===== src/rtl/ram_march_tester.sv =====
// rtl/ram_march_tester.sv - four-phase march BIST initiator for the RAM8/RAM64 family
// Writes P(a), verifies, writes ~P(a), verifies; reports pass, first failing address/data and a mismatch count.
module ram_march_tester #(
   parameter int          ADDR_WIDTH = 3,
   parameter int          DATA_WIDTH = 16,
   parameter logic [15:0] SEED       = 16'hA5C3
) (
   input  logic                    CLK,
   input  logic                    RST_N,
   input  logic                    start,
   output logic [DATA_WIDTH-1:0]   ram_in,
   output logic                    ram_load,
   output logic [ADDR_WIDTH-1:0]   ram_address,
   input  logic [DATA_WIDTH-1:0]   ram_out,
   output logic                    busy,
   output logic                    done,
   output logic                    pass,
   output logic [ADDR_WIDTH+1:0]   error_count,
   output logic [ADDR_WIDTH-1:0]   error_addr,
   output logic [DATA_WIDTH-1:0]   error_data
);

   localparam logic [DATA_WIDTH-1:0] KEY       = DATA_WIDTH'(SEED);
   localparam logic [ADDR_WIDTH-1:0] ADDR_ONE  = 1;
   localparam logic [ADDR_WIDTH-1:0] ADDR_ZERO = '0;
   localparam logic [ADDR_WIDTH+1:0] CNT_ONE   = 1;

   typedef enum logic [2:0] {
      IDLE,
      WR,
      RD,
      WRC,
      RDC,
      DONE
   } state_t;

   state_t state;

   function automatic logic [DATA_WIDTH-1:0] pat(input logic [ADDR_WIDTH-1:0] a, input logic inv);
      logic [DATA_WIDTH-1:0] p;
      p = DATA_WIDTH'(a) ^ KEY;
      return inv ? ~p : p;
   endfunction

   logic                  inv_phase;
   logic                  reading;
   logic                  last;
   logic                  mismatch;
   logic [ADDR_WIDTH-1:0] next_addr;
   logic [DATA_WIDTH-1:0] expected;

   always_comb begin
      inv_phase = (state == WRC) || (state == RDC);
      reading   = (state == RD) || (state == RDC);
      last      = &ram_address;
      next_addr = ram_address + ADDR_ONE;
      expected  = pat(ram_address, inv_phase);
      mismatch  = reading && (ram_out != expected);
   end

   always_ff @(posedge CLK or negedge RST_N) begin
      if (!RST_N) begin
         state       <= IDLE;
         ram_in      <= '0;
         ram_load    <= 1'b0;
         ram_address <= '0;
         busy        <= 1'b0;
         done        <= 1'b0;
         pass        <= 1'b0;
         error_count <= '0;
         error_addr  <= '0;
         error_data  <= '0;
      end else begin
         done <= 1'b0;
         case (state)
            IDLE: begin
               ram_load <= 1'b0;
               if (start) begin
                  error_count <= '0;
                  error_addr  <= '0;
                  error_data  <= '0;
                  pass        <= 1'b0;
                  busy        <= 1'b1;
                  ram_address <= '0;
                  ram_load    <= 1'b1;
                  ram_in      <= pat(ADDR_ZERO, 1'b0);
                  state       <= WR;
               end
            end

            WR, WRC: begin
               ram_address <= next_addr;
               if (last) begin
                  ram_load <= 1'b0;
                  state    <= (state == WR) ? RD : RDC;
               end else begin
                  ram_in <= pat(next_addr, inv_phase);
               end
            end

            RD, RDC: begin
               ram_address <= next_addr;
               if (mismatch) begin
                  if (!(&error_count))
                     error_count <= error_count + CNT_ONE;
                  if (error_count == '0) begin
                     error_addr <= ram_address;
                     error_data <= ram_out;
                  end
               end
               if (last) begin
                  if (state == RD) begin
                     ram_load <= 1'b1;
                     ram_in   <= pat(ADDR_ZERO, 1'b1);
                     state    <= WRC;
                  end else begin
                     // the final compare counts toward the verdict even though error_count updates on the same edge
                     pass  <= (error_count == '0) && !mismatch;
                     busy  <= 1'b0;
                     done  <= 1'b1;
                     state <= DONE;
                  end
               end
            end

            DONE: begin
               state <= IDLE;
            end

            default: begin
               state    <= IDLE;
               ram_load <= 1'b0;
               busy     <= 1'b0;
            end
         endcase
      end
   end

endmodule

===== config.mk =====
export PLATFORM = sky130hd
export DESIGN_NAME = ram_march_tester
export DESIGN_NICKNAME = d
export VERILOG_FILES = /design/src/rtl/ram_march_tester.sv
export SDC_FILE = /design/constraint.sdc
export NUM_CORES = 1
export LEC_CHECK = 0
export ABC_AREA = 1
export BUFFER_PORTS_ARGS = -buffer_cell sky130_fd_sc_hd__buf_2
export CAP_MARGIN = 20
export CORE_MARGIN = 5
export CORE_UTILIZATION = 47
export CTS_CLUSTER_SIZE = 28
export DETAILED_ROUTE_END_ITERATION = 7
export HOLD_SLACK_MARGIN = 0.08
export PLACE_DENSITY = 0.76
export RECOVER_POWER = 25
export SKIP_LAST_GASP = 1
export SLEW_MARGIN = 20
export SYNTH_ARGS = -nofsm -noshare
export SYNTH_HDL_FRONTEND = slang
export SYNTH_SLANG_ARGS = --single-unit

===== constraint.sdc =====
create_clock -name CLK -period 1.6 [get_ports CLK]
set_input_delay 0 -clock CLK [delete_from_list [all_inputs] [get_ports CLK]]
set_output_delay 0 -clock CLK [all_outputs]
set_load 0.005 [all_outputs]

==> metrics, run 1 <==
outcome=complete, but fails checks; violated checks=negative setup slack; crit path launch type=flip-flop; Sink Count=39; Setup violations, final=30; hold endpoint=error_data[1]; Max FO, Critical Path=8; WHS=0.0924 ns; Die Width=79.6 um; # H-tree levels=2; reg2reg end=error_data[15]; Distinct cells, synth=27; CTS Buf Count=5; post-route cell area=3500 um2; Post-DP Area=2940 um2; MaxCap Viol Count=0; Peak VDD IR=1.07 mV; synthesized flop and latch total=39; antenna viol nets, final=0; CP Class=flip-flop to flip-flop; static leakage=1.95 nW; GRT met3 Usage=4.18%; Tmin final=1.80 ns; worst slew pin tran=0.968 ns; share of the yosys chip area belonging to registers=42.9%; vias per inst=4.87; cells after synthesis=315; PwrDens=1940 nW/um2; count of final hold-check violations=0; Clk Tree Root Cell=clkbuf_8; Hold Startpoint=ram_out[1]; post-synthesis cell area=2280 um2; GR Util met2=35.1%; CP endpoint kind=flip-flop; initial antenna violation count=0; share of cells above drive strength 1=41.2%; most frequent cells in the layout=nand2_1, buf_2, buf_4; Starting Density=48.2%; CTS max path bufs=2; CTS tree=yes; largest net degree at the start of global routing=40; vias in the first global route=2,240; Hold Path Depth=5; Skew-Pair Late Insertion Delay=0.29 ns; commonest non-fill, non-tap cell in the layout=nand2_1; Ys Warns=0; required time worst endpoint=1.79 ns; final period utilization=113%; routed length per placed instance=13.6 um; DR pass1 iterations=4; clock skew=0.00553 ns; max-slew violation count=0; row count=25; number of remaining DRC errors=0; RSZ-0062 raised after global routing=true; dpl hpwl=4440 um; Hold Crit Class=primary input to flip-flop; port bufs=65; Die ar.=6330 um2; GRT met1 Usage=24.5%; Reg2Reg Setup Slack=-0.20 ns; Register-to-Register Path Depth=11; Ports=66; setup ws final=-0.204 ns; first-pass GRT wire length=10,100 um; worst r2r src=state[0]; GR peak layer=met2; layout net count=468; total core area=4720 um2; synthesized area per cell=7.23 um2; Worst slew margin=35.5%; die height=79.6 um; diode count=0; via count=2,487; area grow syn2layout=53.7%; Total GRT Usage=20.1%; clk slew on worst S/H paths=0.07 ns; Final GP Congestion=0.887; post-synthesis net count=339; drt first-iter violations=224; GR Overflow Total=0; Data arrival, critical path=1.99 ns; FMAX=554 MHz; Post-Route WL=6970 um
[synthesized netlist by cell type, drive strengths merged]
| cell | n | area share [%] |
|---|---|---|
| o21ai | 10 | 2.2 |
| clkbuf | 2 | 0.33 |
| nand3 | 38 | 9.7 |
| xnor2 | 1 | 0.38 |
| nand2 | 99 | 17 |
| o211ai | 2 | 0.66 |
| o22ai | 3 | 0.82 |
| dfrtp | 39 | 43 |
| buf | 16 | 5.2 |
| nor2 | 46 | 7.8 |
| nor3b | 1 | 0.33 |
| a21oi | 6 | 1.3 |
| ha | 5 | 2.7 |
| nor3 | 3 | 0.66 |
| o2bb2ai | 1 | 0.38 |
| nand3b | 1 | 0.33 |
| xor2 | 2 | 0.77 |
| inv | 40 | 6.6 |
[cell families after synthesis]
group	count (synthesis)	share of synthesized area, %
buf+inv	58	12.1
simple gates	188	35.7
flops	39	42.9
compound gates	22	5.39
fa+ha+maj	5	2.75
xor+xnor	3	1.15
[worst max path at each step]
| stage | from | endpoint | slack (ns) |
|---|---|---|---|
| 2_1_floorplan | state[1] | error_count[0] | -0.01 |
| 3_3_place_gp | state[0] | ram_in[0] | -0.11 |
| 3_5_place_dp | state[0] | error_data[15] | -0.14 |
| 4_1_cts | state[0] | error_addr[1] | -0.10 |
| 5_1_grt | state[0] | error_data[15] | -0.26 |
| 6_report | state[0] | error_data[15] | -0.20 |
[state kept, by name, indices dropped and copies added (netlist names)]
name         flops
error_addr       3
done             1
error_data      16
state            3
ram_in           5
error_count      5
busy             1
ram_load         1
pass             1
ram_address      3
[power by group]
| group | internal (W) | switching, W |
|---|---|---|
| combinational | 0.00201 | 0.00237 |
| sequential | 0.00136 | 0.000250 |
| clock | 0.000457 | 0.000339 |
[layout make-up]
cell class                 instances  area, um2
clock inverter                     1       30.0
timing repair buffer             137        933
sequential                        39        978
multi-input combinational        221       1250
inverter                          40        153
fill                             326       1230
tap                               67       83.8
clock buffer                       6       72.6
[per-stage QoR]
stage / setup TNS [ns] / cells / setup WS, ns / util (%) / power [W]
6_report: -3.73 / 511 / -0.204 / 74.0 / 0.00679
5_1_grt: -6.22 / 511 / -0.263 / 74.0 / 0.00727
4_1_cts: -2.00 / 502 / -0.104 / 69.8 / 0.00631
3_5_place_dp: -3.31 / 473 / -0.139 / 62.3 / 0.00518
3_3_place_gp: -2.75 / 473 / -0.109 / 62.3 / 0.00510
2_1_floorplan: -0.238 / 315 / -0.0128 / - / 0.00370
[worst max-delay path: stages (launching register included)]
cell,delay (ns)
dfrtp_2,0.46
inv_4,0.11
nand3_4,0.14
nand2_4,0.14
nand2_4,0.06
nand2_4,0.09
nor2_4,0.05
nor2_4,0.17
nand3_4,0.14
buf_6,0.17
nand3_1,0.11
nand2_1,0.06
[per-layer routing]
layer,part of all wire (%),wire [um],up-vias
met1,43,2970,1157
met3,4.9,342,14
met4,2.2,152,0
li1,-,-,1237
met5,0,0,-
met2,50,3500,79
[timing repair]
| action | CTS | global route |
|---|---|---|
| pin swaps | 8 | 27 |
| gates cloned | 2 | 1 |
| hold buffers | 14 | 0 |
| gates resized for setup | 12 | 39 |
| setup endpoints to repair | 30 | 31 |
| buffers inserted | 6 | 9 |
| hold endpoints to repair | 52 | 0 |
Note: power is estimated with default switching activity, not from simulation.
==> inputs of run 2 (changes only) <==
BUFFER_PORTS_ARGS = not set   (was -buffer_cell sky130_fd_sc_hd__buf_2)
CORE_UTILIZATION = 57   (was 47)
DONT_BUFFER_PORTS = 1   (was not set)
PLACE_DENSITY = 0.75   (was 0.76)
SKIP_CTS_REPAIR_TIMING = 1   (was not set)
==> metrics, run 2 (same netlist as run 1, synthesis figures left out) <==
outcome=complete, but fails checks; violated checks=negative setup slack; CP most frequent cell=nand2_2; Ports=66; Hold Crit Class=primary input to flip-flop; RSZ-0062 raised after global routing=true; vias per inst=5.87; area grow syn2layout=42.2%; setup ws final=-0.365 ns; CP endpoint kind=flip-flop; die height=73.2 um; GR Overflow Total=0; first-pass GRT wire length=9090 um; port bufs=0; Reg area=977 um2; CTS Buf Count=5; area of the multi-input gates=1330 um2; diode count=0; top flop regs=error_data (16), error_count (5), ram_in (5); initial antenna violation count=0; dpl hpwl=4080 um; Largest register FFs=16; Hold Startpoint=start; WHS=0.206 ns; required time worst endpoint=1.79 ns; via count=2,514; reg2reg end=error_data[11]; static leakage=1.66 nW; Post-Route WL=8410 um; routed length per placed instance=19.6 um; MaxCap Viol Count=0; Total GRT Usage=22.3%; Tmin final=1.97 ns; Largest Register=error_data; Register-to-Register Path Depth=11; fill cell count=214; Max FO, Critical Path=8; worst slack, placed=-0.167 ns; final period utilization=123%; # H-tree levels=2; FMAX=509 MHz; count of final hold-check violations=0; Starting Density=57.7%; Setup violations, final=32; row count=23; CTS max path bufs=2; max-slew violation count=0; antenna viol nets, final=0; layout net count=401; PwrDens=2040 nW/um2; CP Cell Sequence=inv_2, nand3_4, nand2_4, nand2_2, nand2_2, nand2_2, nor2_4, nand3_4, clkbuf_16, nand3_2, nand2_1; Final GP Congestion=0.842; most frequent cells in the layout=nand2_1, buf_4, nor2_1; Design Power=0.00660 W; total core area=3940 um2; final core utilization=82.1%; Die ar.=5360 um2; drt first-iter violations=351; hold endpoint=ram_address[0]; Clk Tree Root Cell=clkbuf_8; CP Class=flip-flop to flip-flop; Worst slew margin=33.7%; crit path launch type=flip-flop; CP max stage cell=dfrtp_1; DR pass1 iterations=7; Data arrival, critical path=2.15 ns; number of remaining DRC errors=0; Peak VDD IR=1.41 mV; CTS tree=yes; clk slew on worst S/H paths=0.08 ns; largest net degree at the start of global routing=40; worst r2r src=state[2]; commonest non-fill, non-tap cell in the layout=nand2_1; Sink Count=39; Reg2Reg Setup Slack=-0.37 ns; worst slew pin tran=0.995 ns; vias in the first global route=2,001; Die Width=73.2 um; clock skew=0.00469 ns; share of cells above drive strength 1=32.3%; CP max stage delay=0.44 ns; Skew-Pair Late Insertion Delay=0.31 ns; Hold Path Depth=4
run 2: routing by layer:
layer | track usage (%) | up-vias | part of all wire, %
met5 | 0 | - | 0
met4 | 8.40 | 0 | 6.8
met3 | 8.13 | 65 | 9.6
met2 | 38.1 | 184 | 50
met1 | 25.1 | 1152 | 34
li1 | - | 1113 | -
run 2: worst max path at each step:
stage | slack, ns | cells past startpoint | from | end
floorplan | -0.01 | 11 | state[1] | error_count[0]
global placement | -0.11 | 11 | state[0] | error_data[13]
detailed placement | -0.17 | 11 | state[0] | error_data[5]
CTS | -0.18 | 11 | state[0] | error_data[5]
global route | -0.49 | 11 | ram_address[2] | error_data[11]
finish | -0.37 | 11 | state[2] | error_data[11]
run 2: final cells by class:
type / count / share of cell area [%]
Multi-Input combinational cell: 223 / 41.1
Sequential cell: 39 / 30.2
Timing Repair Buffer: 68 / 19.5
Inverter: 40 / 4.80
Clock buffer: 7 / 2.36
Tap cell: 50 / 1.93
Clock inverter: 1 / 0.155
run 2: report_power, final:
part           switching [W]  total (W)  leakage, nW  internal (W)
registers           0.000386    0.00175        0.514       0.00136
logic                0.00247    0.00417         1.10       0.00170
clock network       0.000370   0.000676       0.0422      0.000306
total                0.00323    0.00660         1.66       0.00337
run 2: worst max-delay path: cells and delay by family, from the launching register on:
family | cells | cell delay [ns]
AND/OR/NAND/NOR | 9 | 1.04
flip-flops | 1 | 0.44
buffers and inverters | 2 | 0.35
run 2: through the flow:
| stage | setup TNS, ns | std cells | cell area, um2 |
|---|---|---|---|
| 2_1_floorplan | -0.238 | 315 | 2310 |
| 3_3_place_gp | -2.27 | 382 | 2530 |
| 3_5_place_dp | -3.57 | 382 | 2530 |
| 4_1_cts | -3.99 | 390 | 2610 |
| 5_1_grt | -11.58 | 428 | 3240 |
| 6_report | -7.99 | 428 | 3240 |
